$ cat src/rtl/multi_sync_filt_if.sv
// Level-signal bundle for multi_sync_filt: asynchronous inputs in,
// synchronized levels, edge strobes and the any-change flag out.
interface multi_sync_filt_if #(
    parameter int BUS_WIDTH = 4
);
    logic [BUS_WIDTH-1:0] ASYNC;
    logic [BUS_WIDTH-1:0] SYNC;
    logic [BUS_WIDTH-1:0] PULSE;
    logic                 CHANGED;

    // There is no valid/ready handshake: ASYNC is a free-running level per
    // bit, and SYNC/PULSE/CHANGED are updated every CLK rising edge.
    modport master (
        output ASYNC,
        input  SYNC,
        input  PULSE,
        input  CHANGED
    );

    modport slave (
        input  ASYNC,
        output SYNC,
        output PULSE,
        output CHANGED
    );
endinterface

$ cat src/rtl/multi_sync_filt.sv
// Per-bit multi-flop synchronizer with optional debounce filter and
// edge-strobe / any-change decode taken purely from flop outputs.
module multi_sync_filt #(
    parameter int                   BUS_WIDTH  = 4,
    parameter int                   NUM_STAGES = 2,
    parameter int                   FILTER_LEN = 0,
    parameter int                   EDGE_MODE  = 0,
    parameter logic [BUS_WIDTH-1:0] RST_VAL    = '0
) (
    input  logic                CLK,
    input  logic                RST,
    multi_sync_filt_if.slave    bus
);

    localparam logic [7:0] FLEN = 8'(FILTER_LEN);

    logic [BUS_WIDTH-1:0] chain_q [NUM_STAGES];
    logic [BUS_WIDTH-1:0] chain_d [NUM_STAGES];
    logic [BUS_WIDTH-1:0] raw;
    logic [BUS_WIDTH-1:0] sync_w;
    logic [BUS_WIDTH-1:0] sync_d_q;
    logic [BUS_WIDTH-1:0] sync_d_d;
    logic [BUS_WIDTH-1:0] chg;
    logic [BUS_WIDTH-1:0] pulse_w;

    // Each bit is an unrelated signal; the vector form is only packaging.
    always_comb begin
        chain_d[0] = bus.ASYNC;
        for (int i = 1; i < NUM_STAGES; i++) begin
            chain_d[i] = chain_q[i-1];
        end
    end

    always_ff @(posedge CLK or negedge RST) begin
        if (!RST) begin
            for (int i = 0; i < NUM_STAGES; i++) begin
                chain_q[i] <= RST_VAL;
            end
        end else begin
            for (int i = 0; i < NUM_STAGES; i++) begin
                chain_q[i] <= chain_d[i];
            end
        end
    end

    assign raw = chain_q[NUM_STAGES-1];

    generate
        if (FILTER_LEN == 0) begin : g_bypass
            assign sync_w = raw;
        end else begin : g_filter
            logic [BUS_WIDTH-1:0] cand_q;
            logic [BUS_WIDTH-1:0] cand_d;
            logic [BUS_WIDTH-1:0] filt_q;
            logic [BUS_WIDTH-1:0] filt_d;
            logic [7:0]           cnt_q [BUS_WIDTH];
            logic [7:0]           cnt_d [BUS_WIDTH];

            // A new raw level restarts qualification at 1; once the count
            // reaches FILTER_LEN it saturates and the candidate is committed.
            always_comb begin
                cand_d = cand_q;
                filt_d = filt_q;
                cnt_d  = cnt_q;
                for (int i = 0; i < BUS_WIDTH; i++) begin
                    if (raw[i] != cand_q[i]) begin
                        cand_d[i] = raw[i];
                        cnt_d[i]  = 8'd1;
                    end else if (cnt_q[i] < FLEN) begin
                        cnt_d[i] = cnt_q[i] + 8'd1;
                    end else if (cand_q[i] != filt_q[i]) begin
                        filt_d[i] = cand_q[i];
                    end
                end
            end

            always_ff @(posedge CLK or negedge RST) begin
                if (!RST) begin
                    cand_q <= RST_VAL;
                    filt_q <= RST_VAL;
                    for (int i = 0; i < BUS_WIDTH; i++) begin
                        cnt_q[i] <= 8'd0;
                    end
                end else begin
                    cand_q <= cand_d;
                    filt_q <= filt_d;
                    for (int i = 0; i < BUS_WIDTH; i++) begin
                        cnt_q[i] <= cnt_d[i];
                    end
                end
            end

            assign sync_w = filt_q;
        end
    endgenerate

    assign sync_d_d = sync_w;

    always_ff @(posedge CLK or negedge RST) begin
        if (!RST) begin
            sync_d_q <= RST_VAL;
        end else begin
            sync_d_q <= sync_d_d;
        end
    end

    // Both operands are flop outputs, so reset forces chg to zero.
    assign chg = sync_w ^ sync_d_q;

    generate
        if (EDGE_MODE == 0) begin : g_rise
            assign pulse_w = chg & sync_w;
        end else if (EDGE_MODE == 1) begin : g_fall
            assign pulse_w = chg & ~sync_w;
        end else begin : g_both
            assign pulse_w = chg;
        end
    endgenerate

    assign bus.SYNC    = sync_w;
    assign bus.PULSE   = pulse_w;
    assign bus.CHANGED = |chg;

endmodule

$ cat src/flat_wrapper.sv
// flat-port wrapper written by rule: the top's interface ports become plain ports
module multi_sync_filt_flat 
#(
    parameter int                   BUS_WIDTH  = 4,
    parameter int                   NUM_STAGES = 2,
    parameter int                   FILTER_LEN = 0,
    parameter int                   EDGE_MODE  = 0,
    parameter logic [BUS_WIDTH-1:0] RST_VAL    = '0
)
  (CLK, RST, bus_ASYNC, bus_SYNC, bus_PULSE, bus_CHANGED);
  multi_sync_filt_if #(.BUS_WIDTH(BUS_WIDTH)) bus_i ();
  input  logic CLK;
  input  logic RST;
  input wire logic [$bits(bus_i.ASYNC)-1:0] bus_ASYNC;
  output wire logic [$bits(bus_i.SYNC)-1:0] bus_SYNC;
  output wire logic [$bits(bus_i.PULSE)-1:0] bus_PULSE;
  output wire logic [$bits(bus_i.CHANGED)-1:0] bus_CHANGED;
  assign bus_i.ASYNC = bus_ASYNC;
  assign bus_SYNC = bus_i.SYNC;
  assign bus_PULSE = bus_i.PULSE;
  assign bus_CHANGED = bus_i.CHANGED;
  multi_sync_filt #(.BUS_WIDTH(BUS_WIDTH), .NUM_STAGES(NUM_STAGES), .FILTER_LEN(FILTER_LEN), .EDGE_MODE(EDGE_MODE), .RST_VAL(RST_VAL)) u_core (.CLK(CLK), .RST(RST), .bus(bus_i));
endmodule
$ cat config.mk
export PLATFORM = sky130hd
export DESIGN_NAME = multi_sync_filt_flat
export DESIGN_NICKNAME = d
export VERILOG_FILES = /design/src/rtl/multi_sync_filt_if.sv /design/src/rtl/multi_sync_filt.sv /design/src/flat_wrapper.sv
export SDC_FILE = /design/constraint.sdc
export NUM_CORES = 1
export LEC_CHECK = 0
export ABC_AREA = 1
export BUFFER_PORTS_ARGS = -buffer_cell sky130_fd_sc_hd__buf_2
export CAP_MARGIN = 20
export CORE_AREA = 3 3 40 42
export DETAILED_ROUTE_END_ITERATION = 8
export DIE_AREA = 0 0 43 45
export GPL_TIMING_DRIVEN = 0
export PLACE_DENSITY = 0.5
export SYNTH_ARGS = -nofsm -noshare
export SYNTH_HDL_FRONTEND = slang
export SYNTH_SLANG_ARGS = --single-unit
$ cat constraint.sdc
create_clock -name CLK -period 0.8 [get_ports CLK]
set_clock_uncertainty 0.05 [all_clocks]
set_input_delay 0.04 -clock CLK [delete_from_list [all_inputs] [get_ports CLK]]
set_output_delay 0.04 -clock CLK [all_outputs]
set_load 0.01 [all_outputs]
==> reports/qor.csv <==
stage;metric;value;unit
synthesis;netlist-cell-type-count;4;
place;gp_congestion;0.5426;
timing;maxSlewHeadroom;83.59;%
final_layout;final_cell_mix;12 x dfrtp_1, 9 x buf_2, 7 x buf_6, 6 x inv_1;
synthesis;synth_nets;35;
timing;tightest_slew;0.2461;ns
drt;dr.pass1.iters;1;
global_routing;grt_pass1_vias;281;
clock_network;cts_max_path_buffers;2;
floorplan;rows;13;
final_layout;final_common_cell;dfrtp_1;
power_and_ir_drop;power.density;1939;mW/mm^2
synthesis;yosys_warnings;0;
floorplan;die_h;45;um
run_status;violations;setup timing;
synthesis;synth_cells;25;
global_routing;grt_max_degree;13;
global_routing;grt_use_total;7.993;%
timing;period_share;164.3;%
floorplan;initial_core_util;29.89;%
drt;finalWirelength;682;um
place;port-buffer-count;14;
run;maxCapViolations;0;
timing;hold_viol_final;0;
clock_network;cts-buffers-inserted;3;
global_routing;antenna_found_initial;0;
drt;drtAntennaViolNets;0;
clock_network;cts_tree;yes;
final_layout;area_growth;70.68;%
setup_path;cpPeakStageDelay;0.39;ns
drt;drc;0;
setup_path;crit_required;0.71;ns
setup_path;start_kind;register;
floorplan;die-area;0.001935;mm^2
setup_path;path_cells;ha_2 -> nand2_1 -> inv_1 -> nand2_2 -> buf_6;
clock_network;clk_pin_slew;0.07;ns
timing;min_period;1.314;ns
floorplan;fp.coreArea;0.001285;mm^2
timing;slew_violations;0;
final_layout;layout-drive-gt1-share;49.09;%
power_and_ir_drop;power;1.271;mW
drt;avgRoutedWirePerCell;9.743;um
clock_network;cts_max_level;1;
setup_path;cp-end-kind;output port;
timing;setup-violations-final;10;
setup_path;crit_fanout;2;
global_routing;grt_pass1_wl;1062;um
timing;worst_slack;-0.5140;ns
synthesis;synth_seq_cells;12;
clock_network;cts-root-buf;clkbuf_4;
timing;tns;-2.498;ns
floorplan;fp.dieW;43;um
setup_path;worstSetupPathType;reg -> out;
drt;via_count;271;
min_path;min_path_type;in -> async;
drt;drtIter0Drc;0;
timing;max_freq;0.7610;GHz
final_layout;antennaDiodeCount;0;
synthesis;synth_area;384.1;um^2
drt;post_drt_via_cell_ratio;3.871;
power_and_ir_drop;peakVddDrop;0.001255;V
synthesis;ys_seq_area_share;78.18;%
synthesis;synth_area_per_cell;15.36;um^2
timing;rsz0062_at_grt;yes;
clock_network;insertion_delay;0.26;ns
final_layout;nNetsFinal;66;
clock_network;clock_sinks;12;
setup_path;crit_path_top_delay_cell;dfrtp_1;
global_routing;grt_overflow;0;
timing;whs;0.1064;ns
run_status;status;complete, but fails checks;
setup_path;crit_arrival;1.22;ns
place;dp_hpwl;435.7;um
power_and_ir_drop;leakagePower;0.3583;nW
floorplan;io_pins;15;
==> cell families after synthesis <==
kind of cell | count (synthesis) | share of synthesized area, %
adders and majority gates | 4 | 13.03
and+or+nand+nor | 3 | 2.931
buffers and inverters | 6 | 5.863
DFF | 12 | 78.18
==> layout make-up <==
cell class / instances / area (um^2)
clock buffer: 4 / 36.28
fill: 115 / 629.4
inverter: 6 / 22.52
sequential: 12 / 300.3
tap: 15 / 18.77
timing repair buffer: 26 / 211.5
multi-input combinational: 7 / 66.31
==> final timing paths <==
kind                       depth (start not counted)  slack, ns                from                 end
max                                                5      -0.51  u_core.bus.SYNC[0]         bus_CHANGED
min in group CLK                                   0       0.30   u_core.chain_d[2]  u_core.bus.SYNC[2]
min                                                2       0.11                 RST   u_core.chain_d[3]
max reg2reg                                        3      -0.10  u_core.bus.SYNC[0]  u_core.sync_d_q[0]
max in group asynchronous                          2       0.40                 RST  u_core.bus.SYNC[0]
min reg2reg                                        0       0.30   u_core.chain_d[2]  u_core.bus.SYNC[2]
==> power by group <==
part           switching (mW)  leakage, nW  internal, mW  total, mW
sequential             0.0126        0.140         0.637      0.649
combinational          0.0640        0.197        0.0935      0.158
clock                   0.188       0.0210         0.276      0.464
total                   0.265        0.358          1.01       1.27
==> layer usage <==
metal  part of all wire [%]  global-route usage (%)
met5                      0                       0
met4                      0                   7.229
met3                    6.2                   2.390
met2                     61                   15.87
met1                     33                   5.897
==> sequential cells by signal, summed over array words and instances (netlist names) <==
signal and count:
u_core.bus.SYNC 4, u_core.chain_d 4, u_core.sync_d_q 4
==> stage by stage <==
stage	instance area [um^2]	worst slack, ns	instances	utilization, %
after global placement	475.5	-0.2075	54	37.00
after detailed placement	475.5	-0.2305	54	37.00
after global routing	655.6	-0.5895	70	51.02
after floorplan	386.6	-0.1370	25	-
final	655.6	-0.5140	70	51.02
after CTS	606.8	-0.5075	66	47.22
==> cell usage after synthesis <==
cell type  instances  area share (%)
inv_1              6             5.9
nand2_1            3             2.9
dfrtp_1           12              78
ha_1               4              13
==> repair_timing <==
action	in CTS	in global routing
gates cloned	0	0
setup buffers	3	4
setup endpoints to repair	9	10
hold endpoints to repair	16	0
gates resized for setup	4	4
hold buffers	5	0
==> worst max-delay path, delay by kind of cell, from the launching register on <==
| kind | cells | cell delay [ns] |
|---|---|---|
| flip-flops | 1 | 0.39 |
| buffers and inverters | 2 | 0.17 |
| AND/OR/NAND/NOR | 2 | 0.10 |
| adder cells (fa/ha/maj) | 1 | 0.31 |
No activity file was read; power rests on OpenSTA's default activity.
